$ cat config.mk
export PLATFORM = sky130hd
export DESIGN_NAME = serial_magnitude_accumulator
export DESIGN_NICKNAME = d
export VERILOG_FILES = /design/src/rtl/serial_magnitude_accumulator.sv
export SDC_FILE = /design/constraint.sdc
export NUM_CORES = 1
export LEC_CHECK = 0
export CORE_AREA = 5 5 42 44
export DETAILED_ROUTE_END_ITERATION = 12
export DIE_AREA = 0 0 47 49
export DONT_BUFFER_PORTS = 1
export PLACE_DENSITY = 0.55
export SLEW_MARGIN = 20
export SYNTH_ARGS = -nofsm -noshare
export SYNTH_HDL_FRONTEND = slang
export SYNTH_SLANG_ARGS = --single-unit
$ cat constraint.sdc
create_clock -name clk -period 1.1 [get_ports clk]
set_input_delay 0.22 -clock clk [delete_from_list [all_inputs] [get_ports clk]]
set_output_delay 0.22 -clock clk [all_outputs]
set_load 0.01 [all_outputs]
$ cat src/rtl/serial_magnitude_accumulator.sv
// serial_magnitude_accumulator
//   Folds a stream of per-digit gt/eq/lt flags (MSB digit first) into the
//   magnitude relation of a full 2*NUM_DIGITS-bit word. The first non-equal
//   digit decides the word. Digits whose flags are not one-hot raise a sticky
//   error and are treated as equal.
//
// Ports
//   clk, rst        rising-edge clock, async active-high reset
//   flush           synchronous abort of partial word / held result
//   in_valid/ready  digit handshake; dig_gt/eq/lt are the digit flags
//   res_valid/ready result handshake; res_gt/eq/lt/err are the word result
//   dig_cnt         digits accepted so far in the current word
module serial_magnitude_accumulator #(
  parameter int NUM_DIGITS = 4
) (
  input  logic                          clk,
  input  logic                          rst,
  input  logic                          flush,
  input  logic                          in_valid,
  output logic                          in_ready,
  input  logic                          dig_gt,
  input  logic                          dig_eq,
  input  logic                          dig_lt,
  output logic                          res_valid,
  input  logic                          res_ready,
  output logic                          res_gt,
  output logic                          res_eq,
  output logic                          res_lt,
  output logic                          res_err,
  output logic [$clog2(NUM_DIGITS)-1:0] dig_cnt
);

  localparam int CNT_W = $clog2(NUM_DIGITS);
  localparam logic [CNT_W-1:0] LAST_DIG = CNT_W'(NUM_DIGITS - 1);

  typedef enum logic {S_COLLECT, S_HOLD} state_t;

  state_t           r_state, w_state_nxt;
  logic [CNT_W-1:0] r_dig_cnt;
  logic             r_decided, r_dec_gt, r_err_acc;
  logic             r_res_valid, r_res_gt, r_res_eq, r_res_lt, r_res_err;

  logic w_accept, w_last, w_onehot, w_hshake;
  logic w_decided_nxt, w_dec_gt_nxt, w_err_nxt;

  assign in_ready = (r_state == S_COLLECT);
  assign w_accept = in_valid & in_ready;
  assign w_last   = w_accept & (r_dig_cnt == LAST_DIG);
  assign w_hshake = (r_state == S_HOLD) & r_res_valid & res_ready;

  // Malformed flag patterns count as an equal digit so they never decide.
  assign w_onehot = ( dig_gt & ~dig_eq & ~dig_lt) |
                    (~dig_gt &  dig_eq & ~dig_lt) |
                    (~dig_gt & ~dig_eq &  dig_lt);

  // Once decided, later digits are ignored: MSB-first, first difference wins.
  assign w_decided_nxt = r_decided | (w_onehot & (dig_gt | dig_lt));
  assign w_dec_gt_nxt  = r_decided ? r_dec_gt : (w_onehot & dig_gt);
  assign w_err_nxt     = r_err_acc | ~w_onehot;

  always_comb begin
    w_state_nxt = r_state;
    case (r_state)
      S_COLLECT: if (w_last)   w_state_nxt = S_HOLD;
      S_HOLD:    if (w_hshake) w_state_nxt = S_COLLECT;
      default:                 w_state_nxt = S_COLLECT;
    endcase
  end

  always_ff @(posedge clk or posedge rst) begin
    if (rst)        r_state <= S_COLLECT;
    else if (flush) r_state <= S_COLLECT;
    else            r_state <= w_state_nxt;
  end

  always_ff @(posedge clk or posedge rst) begin
    if (rst) begin
      r_dig_cnt   <= '0;
      r_decided   <= 1'b0;
      r_dec_gt    <= 1'b0;
      r_err_acc   <= 1'b0;
      r_res_valid <= 1'b0;
      r_res_gt    <= 1'b0;
      r_res_eq    <= 1'b0;
      r_res_lt    <= 1'b0;
      r_res_err   <= 1'b0;
    end else if (flush) begin
      r_dig_cnt   <= '0;
      r_decided   <= 1'b0;
      r_dec_gt    <= 1'b0;
      r_err_acc   <= 1'b0;
      r_res_valid <= 1'b0;
      r_res_gt    <= 1'b0;
      r_res_eq    <= 1'b0;
      r_res_lt    <= 1'b0;
      r_res_err   <= 1'b0;
    end else begin
      if (w_accept) begin
        r_dig_cnt <= w_last ? '0 : r_dig_cnt + CNT_W'(1);
        r_decided <= w_decided_nxt;
        r_dec_gt  <= w_dec_gt_nxt;
        r_err_acc <= w_err_nxt;
      end
      // Result captures the last digit's contribution on the same edge.
      if (w_last) begin
        r_res_valid <= 1'b1;
        r_res_gt    <= w_decided_nxt &  w_dec_gt_nxt;
        r_res_lt    <= w_decided_nxt & ~w_dec_gt_nxt;
        r_res_eq    <= ~w_decided_nxt;
        r_res_err   <= w_err_nxt;
      end
      if (w_hshake) begin
        r_decided   <= 1'b0;
        r_dec_gt    <= 1'b0;
        r_err_acc   <= 1'b0;
        r_res_valid <= 1'b0;
        r_res_gt    <= 1'b0;
        r_res_eq    <= 1'b0;
        r_res_lt    <= 1'b0;
        r_res_err   <= 1'b0;
      end
    end
  end

  assign dig_cnt   = r_dig_cnt;
  assign res_valid = r_res_valid;
  assign res_gt    = r_res_gt;
  assign res_eq    = r_res_eq;
  assign res_lt    = r_res_lt;
  assign res_err   = r_res_err;

endmodule

Word level (Yosys, flattened, before mapping)
Index checks and enable logic that the tools add are counted.
Widths: inputs -> output; s select.

storage, ports and cells
  memory bits (read-only) = 0
  word-level logic and storage cells = 73
  register bits = 11
  bits in latches = 0
  output and inout bits = 8
  memories kept = 0
  bits in writable memories = 0
  input bits = 8

cells by class
  magnitude comparators = 0
  $mul = 0
  shift operators = 0
  reductions and logical operators = 3
  div/mod/pow operators = 0
  equality and inequality tests = 1
  bitwise gates (word level) = 26
  $add $sub $neg = 1
  mux-type cells = 32

operators with widths
  kind                 count
  $mux 1               28
  $and 1x1->1          14
  $not 1->1            7
  $mux 2               3
  $reduce_bool 3->1    2
  $or 1x1->1           5
  $add 2x1->2 const B  1
  $eq 2x2->1 const B   1
  $pmux 1 s2           1
  $reduce_bool 2->1    1

Depth between registers and ports, before layout
Gate-level depths: netlist of run 1.

  depth in word-level cells = 12
  mapped depth = 5
  depth with buffers taken out = 4

Least setup slack after synthesis of run 1
Ideal clock, no wire load.

  path kind = register to register
  start point = register r_dig_cnt[0], in the netlist dig_cnt[0]
  end point = register r_res_eq, in the netlist res_eq
  stages on the path, launching flop included = 6
  setup time = 0.073 ns
  arrival = 1.151 ns
  slack = -0.124 ns
  path buffers = 1
  required time = 1.027 ns
  clock period less this slack = 1.224 ns
  cell sequence = dfrtp_1 > ha_1 > and3b_1 > buf_6 > nand2b_4 > a21boi_2

between the ends
  longest elaborated chain between the ends = 3

RTL lines
  item                         RTL line  text
  from (decl)                  39        logic [CNT_W-1:0] r_dig_cnt;
  from (signal assigned)       99        r_dig_cnt <= w_last ? '0 : r_dig_cnt + CNT_W'(1);
  $eq 2x2->1                   48        assign w_last = w_accept & (r_dig_cnt == LAST_DIG);
  $and 1x1->1                  48
  $reduce_bool 3->1 (no line)  n/a
  to (signal assigned)         109       r_res_eq <= ~w_decided_nxt;
  to (decl)                    41        logic r_res_valid, r_res_gt, r_res_eq, r_res_lt, r_res_err;

No other way between the ends.
A chain may end at the register's enable or synchronous reset.

Worst setup path after layout of run 1
  start point = register r_state
  end point = register r_res_gt, in the netlist res_gt

between the ends
  longest elaborated chain between the ends = 4
  elaborated cells on any way between the ends = 8
  those cells by class = mux: 2; bitwise: 5; reduce/logical: 1

RTL lines
  item                                         RTL line  text
  from (decl)                                  38        state_t r_state, w_state_nxt;
  from (signal assigned)                       73        else r_state <= w_state_nxt;
  $and 1x1->1 or $not 1->1 (tied branches)     n/a
  $and 1x1->1, on equally long branches        49, 47
  $mux 1 or $and 1x1->1 (tied branches)        112, 48
  $mux 1 or $reduce_bool 3->1 (tied branches)  n/a
  to (signal assigned)                         107       r_res_gt <= w_decided_nxt & w_dec_gt_nxt;
  to (decl)                                    41

Parallel ways exist; a longest one is shown, timed or not.

==> impl_metrics.json, run 1 <==
{
  "run_status": "finished, violations left",
  "violations": "negative setup slack",
  "area.growth.synth_to_final_pct": 31.1,
  "finalCritPeriodShare_pct": 109,
  "post_drt_via_cell_ratio": 5.20,
  "grt_start_max_net_pins": 12,
  "cap_violations": 0,
  "synthXorXnorAreaFrac_pct": 3.08,
  "path_class": "reg -> reg",
  "clock.fmax_ghz": 0.837,
  "synth-edff-count": 0,
  "rsz0062_at_grt": "yes",
  "finalWirelength_um": 1180,
  "fin_crit_ns": 1.20,
  "synth.cells.most_frequent": "dfrtp_1 (11), inv_1 (4), o21ai_0 (4)",
  "grt_first_pass_wirelength_um": 1880,
  "grtUsageTotal_pct": 11.4,
  "cts_buffer_depth": 2,
  "clock_sinks": 11,
  "vias": 426,
  "overflow": 0,
  "synthesis.area_um2": 568,
  "pwr_density_mw_per_mm2": 1100,
  "worst_pin_slew_ns": 0.414,
  "max-vdd-ir-drop_uv": 771,
  "core_region_area_mm2": 0.00140,
  "num_rows": 14,
  "synthDominantCellAreaShare_pct": 48.5,
  "totalNegativeSetupSlack_ns": -0.531,
  "fp.dieW_um": 47,
  "cts_tree": "built",
  "fin_area_um2": 744,
  "synth_ff_type": "dfrtp_1",
  "finalHoldWorstSlack_ns": 0.0137,
  "n_fill_cell": 134,
  "clk_latency_ns": 0.26,
  "cp.required_ns": 1.29,
  "post_drt_antenna_nets": 0,
  "cellLeakagePower_uw": 0.000322,
  "yosys-top-cells-area": "dfrtp_1 (48%), nand2b_4 (4.8%), o21a_1 (4.0%)",
  "yosys.cell_types.count": 25,
  "yosysSeqAreaShare_pct": 48.5,
  "postSynthCellCount": 51,
  "holdCritPathClass": "in -> reg",
  "final.setup_skew_ns": 0.00714,
  "synth_simple_gate_area_share_pct": 17.0,
  "worst_setup_path_end_kind": "register",
  "post_route_cells_drive_above_1_share_pct": 42.4,
  "ctsHoldBuffers": 1,
  "cp-start-kind": "register",
  "clk_transition_reported_paths_ns": 0.07,
  "relSlewSlack_pct": 72.4,
  "finalHoldViolations": 0,
  "drt_pre_antenna_iters": 3,
  "syn_nets": 60,
  "antenna_violations_before_repair": 0,
  "crit_path_max_fanout": 6,
  "clock_tree.root_cell": "clkbuf_4",
  "first_global_vias": 410,
  "post-route-worst-setup-slack_ns": -0.0953,
  "cts_made_buffers": 3,
  "postSynthAreaPerCell_um2": 11.1,
  "drv_slew": 0,
  "dominant_combinational_cell_family_by_area_after_synthesis": "compound AO/OA/AOI/OAI gates",
  "async_reset_ff_share_pct": 100,
  "detailedPlace.worstSlack_ns": -0.176,
  "finalSetupViolations": 11,
  "port-buffer-count": 0,
  "synth_fa_ha_area_share_pct": 2.20,
  "drc": 0,
  "critical_path_arrival_ns": 1.38,
  "synth-compound-area-share_pct": 22.9,
  "post_synth_mux_area_share_pct": 1.76,
  "detailedRoute.firstIterationViolations": 5,
  "route.detailed.wl_per_inst_um": 14.4,
  "start_util_pct": 40.5,
  "design.portCount": 16,
  "synth.ff_latch_count": 11,
  "multi_input_area_um2": 312,
  "cell_area_after_placement_um2": 639,
  "synth_warnings": 0,
  "ctsHtreeMaxLevel": 1,
  "totalPowerFinal_uw": 817,
  "synth_top_cell_by_area": "dfrtp_1",
  "fp.dieArea_mm2": 0.00230,
  "synth.most_common_cell": "dfrtp_1",
  "chipHeight_um": 49,
  "num-nets-final": 76,
  "dp.final_hpwl_um": 825,
  "num_antenna_cells": 0,
  "gp_routability_congestion": 0.699,
  "seqCellArea_um2": 275
}
-- layer usage --
metal / global-route usage (%) / vias to the layer above / part of all wire (%)
met1: 14.8 / 197 / 44
met2: 15.8 / 13 / 49
met5: 0 / - / 0
met3: 7.01 / 0 / 7.8
li1: - / 216 / -
met4: 2.76 / 0 / 0
-- timing repair --
action | 4_1_cts | 5_1_grt
pin swaps | 5 | 5
cloned | 0 | 1
hold endpoints to repair | 11 | 2
resized for setup | 6 | 7
setup endpoints to repair | 11 | 11
buffers inserted | 2 | 0
-- state kept, by name, indices dropped and copies added (netlist names) --
| register | flops |
|---|---|
| r_decided | 1 |
| res_eq | 1 |
| res_valid | 1 |
| res_lt | 1 |
| res_gt | 1 |
| r_state | 1 |
| res_err | 1 |
| dig_cnt | 2 |
| r_err_acc | 1 |
| r_dec_gt | 1 |
-- stage by stage --
step,utilization [%],instances
detailed placement,45.6,74
global route,53.1,82
global placement,45.6,74
CTS,50.2,81
floorplan,-,51
finish,53.1,82
-- critical path, cell delays in order, from the launching register on --
cell and delay [ns]:
dfrtp_1 0.42, buf_6 0.14, a31oi_4 0.24, buf_6 0.16
o21ai_2 0.05, a21oi_2 0.11
-- path summary, 6_finish.rpt --
check | start | end | slack, ns | cells past startpoint
min | flush | dig_cnt[0] | 0.01 | 1
min in group asynchronous | rst | res_eq | 0.38 | 2
max | r_state | res_gt | -0.1 | 5
min reg2reg | r_dec_gt | r_dec_gt | 0.54 | 2
max reg2reg | r_state | res_gt | -0.1 | 5
max in group asynchronous | rst | r_decided | 0.42 | 2
-- cells in the final DEF (no fill, tap or decap), types with 2 or more instances in the layout --
cell,netlist,routed
dfrtp_1,11,11
buf_4,0,7
o21a_1,3,3
inv_1,4,3
a31oi_1,3,3
clkbuf_4,0,3
buf_6,1,3
a21oi_2,0,2
nand2b_1,2,2
xnor2_1,2,2
nand2b_4,2,2
o21ai_1,0,2
-- cell families after synthesis --
logic type               count (synthesis)
AO/OA/AOI/OAI                           18
AND/OR/NAND/NOR                         13
flip-flops                              11
buffers and inverters                    5
XOR/XNOR                                 2
multiplexers                             1
adder cells (fa/ha/maj)                  1
-- area by class of cell --
cell class                      count  area share, %
Clock buffer                        4           3.53
Inverter                            4           2.02
Multi-Input combinational cell     36           41.8
Sequential cell                    11           37.0
Tap cell                           16           2.69
Timing Repair Buffer               11           12.9
-- report_power, final --
| group | switching (uW) | internal, uW | total, uW |
|---|---|---|---|
| Sequential | 11.1 | 419 | 430 |
| Combinational | 58.7 | 66.0 | 125 |
| Clock | 122 | 140 | 261 |
| Total | 191 | 625 | 817 |
Note: power is estimated with default switching activity, not from simulation.
==> inputs of run 2 (changes only) <==
- CTS_CLUSTER_DIAMETER: unset -> 30
==> results of run 2 <==
Final layout, timing and power as in run 1 (identical DEF).
==> inputs of run 3 (changes only) <==
- MAX_ROUTING_LAYER: unset -> met4
==> impl_metrics.json, run 3 (synthesis gave the netlist of run 1 again) <==
{
  "pwr-share-comb_pct": 15.2,
  "portion_of_total_power_attributed_to_sequential_cells_pct": 52.5,
  "clock.fmax_ghz": 0.835,
  "max-vdd-ir-drop_uv": 778,
  "switching_share_pct": 23.7,
  "gp_routability_congestion": 0.707,
  "start_util_pct": 40.5,
  "relSlewSlack_pct": 72.6,
  "post_drt_via_cell_ratio": 5.21,
  "final_cell_mix": "dfrtp_1 (11), buf_4 (7)",
  "ctsHoldBuffers": 1,
  "stdcell_count": 82,
  "r2r.worst_path.cells": 5,
  "cap_violations": 0,
  "drt_pre_antenna_iters": 4,
  "pwr_density_mw_per_mm2": 1100,
  "cp.required_ns": 1.29,
  "post_route_cells_drive_above_1_share_pct": 42.4,
  "num-nets-final": 76,
  "detailedRoute.firstIterationViolations": 3,
  "max_reg_flops": 2,
  "path_class": "reg -> reg",
  "numPlacedInstances": 74,
  "rsz0062_at_grt": "yes",
  "num_rows": 14,
  "p_int_uw": 625,
  "grtUsageTotal_pct": 11.7,
  "worst_pin_slew_ns": 0.411,
  "fin_util_pct": 53.1,
  "fp.dieW_um": 47,
  "worst_setup_path_end_kind": "register",
  "overflow": 0,
  "path_common_cell": "buf_6",
  "finalWirelength_um": 1180,
  "design.portCount": 16,
  "final.setup_skew_ns": 0.00747,
  "core_region_area_mm2": 0.00140,
  "run_status": "finished, violations left",
  "post-route-worst-setup-slack_ns": -0.0982,
  "chipHeight_um": 49,
  "cts_buffer_depth": 2,
  "finalSetupViolations": 11,
  "cp-start-kind": "register",
  "antenna_violations_before_repair": 0,
  "port-buffer-count": 0,
  "dp.final_hpwl_um": 825,
  "finalHoldViolations": 0,
  "crit_slowest_cell": "dfrtp_1",
  "route.detailed.wl_per_inst_um": 14.3,
  "grt_first_pass_wirelength_um": 1870,
  "clk_latency_ns": 0.27,
  "vias": 427,
  "cts_made_buffers": 3,
  "drc": 0,
  "post_drt_antenna_nets": 0,
  "finalCritPeriodShare_pct": 109,
  "hold_depth": 1,
  "worstPathCellList": "buf_6 -> a31oi_4 -> buf_6 -> o21ai_2 -> a21oi_2",
  "crit_path_leading_delay_family": "flip-flops",
  "cts_tree": "built",
  "ctsHtreeMaxLevel": 1,
  "area.growth.synth_to_final_pct": 31.1,
  "cp_num_cells": 5,
  "commonest_non_fill_non_tap_cell_in_the_layout": "dfrtp_1",
  "finalHoldWorstSlack_ns": 0.0108,
  "critical_path_arrival_ns": 1.39,
  "holdCritPathClass": "in -> reg",
  "number_of_buffer_and_inverter_instances_along_the_worst_setup_path": 2,
  "drv_slew": 0,
  "crit_path_max_fanout": 6,
  "first_global_vias": 410,
  "clock_tree.root_cell": "clkbuf_4",
  "detailedPlace.worstSlack_ns": -0.176,
  "cellLeakagePower_uw": 0.000322,
  "fp.dieArea_mm2": 0.00230,
  "part_of_the_total_power_dissipated_in_the_clock_network_pct": 32.3,
  "clk_transition_reported_paths_ns": 0.07,
  "violations": "negative setup slack",
  "clock_sinks": 11,
  "num_antenna_cells": 0,
  "max_stage_delay_ns": 0.42,
  "switchingPower_uw": 194,
  "grt_start_max_net_pins": 12,
  "fin_crit_ns": 1.20
}
run 3: cell counts in the layout (fill, tap and decap cells not counted):
Identical to the previous run, type by type.
run 3: layout make-up:
class,count,area (um2)
Inverter,4,15.0
Clock buffer,4,26.3
Timing Repair Buffer,11,96.3
Multi-Input combinational cell,36,312
Sequential cell,11,275
Tap cell,16,20.0
Fill cell,134,657
run 3: per-layer routing:
metal	wire length [um]	vias to the layer above	share of wire [%]	GRT usage [%]
met3	95	2	8.1	6.27
met2	562	14	48	15.8
met5	0	-	0	-
met1	512	194	44	15.2
met4	6	0	0.51	2.76
li1	-	217	-	-
run 3: power groups by stage:
| stage | registers [uW] | logic [uW] | clock network [uW] |
|---|---|---|---|
| finish | 430 | 124 | 265 |
| global route | 432 | 139 | 299 |
| CTS | 430 | 115 | 271 |
| detailed placement | 437 | 103 | 0 |
| global placement | 437 | 102 | 0 |
| floorplan | 442 | 63.2 | 0 |
run 3: what timing repair did:
action / in CTS / in global routing
gates resized for setup: 6 / 7
setup buffers: 2 / 0
pin swaps: 5 / 5
endpoints found under the setup margin: 11 / 11
gates cloned: 0 / 1
endpoints found under the hold margin: 11 / 2
run 3: final timing paths:
kind                               start         end  slack, ns
worst min-delay path               flush  dig_cnt[0]       0.01
max in group asynchronous            rst   r_decided       0.43
worst min register to register  r_dec_gt    r_dec_gt       0.53
worst max-delay path             r_state      res_gt       -0.1
min in group asynchronous            rst      res_eq       0.38
worst max register to register   r_state      res_gt       -0.1
run 3: worst reg2reg max path, stage by stage, from the launching register on:
cell     delay (ns)
dfrtp_1        0.42
buf_6          0.14
a31oi_4        0.24
buf_6          0.15
o21ai_2        0.05
a21oi_2        0.11
run 3: stage by stage:
step / TNS, ns / power, uW / area [um2]
2_1_floorplan: -0.558 / 505 / 571
5_1_grt: -1.24 / 870 / 744
3_3_place_gp: -0.615 / 539 / 639
3_5_place_dp: -0.864 / 540 / 639
6_report: -0.561 / 819 / 744
4_1_cts: -0.668 / 816 / 703
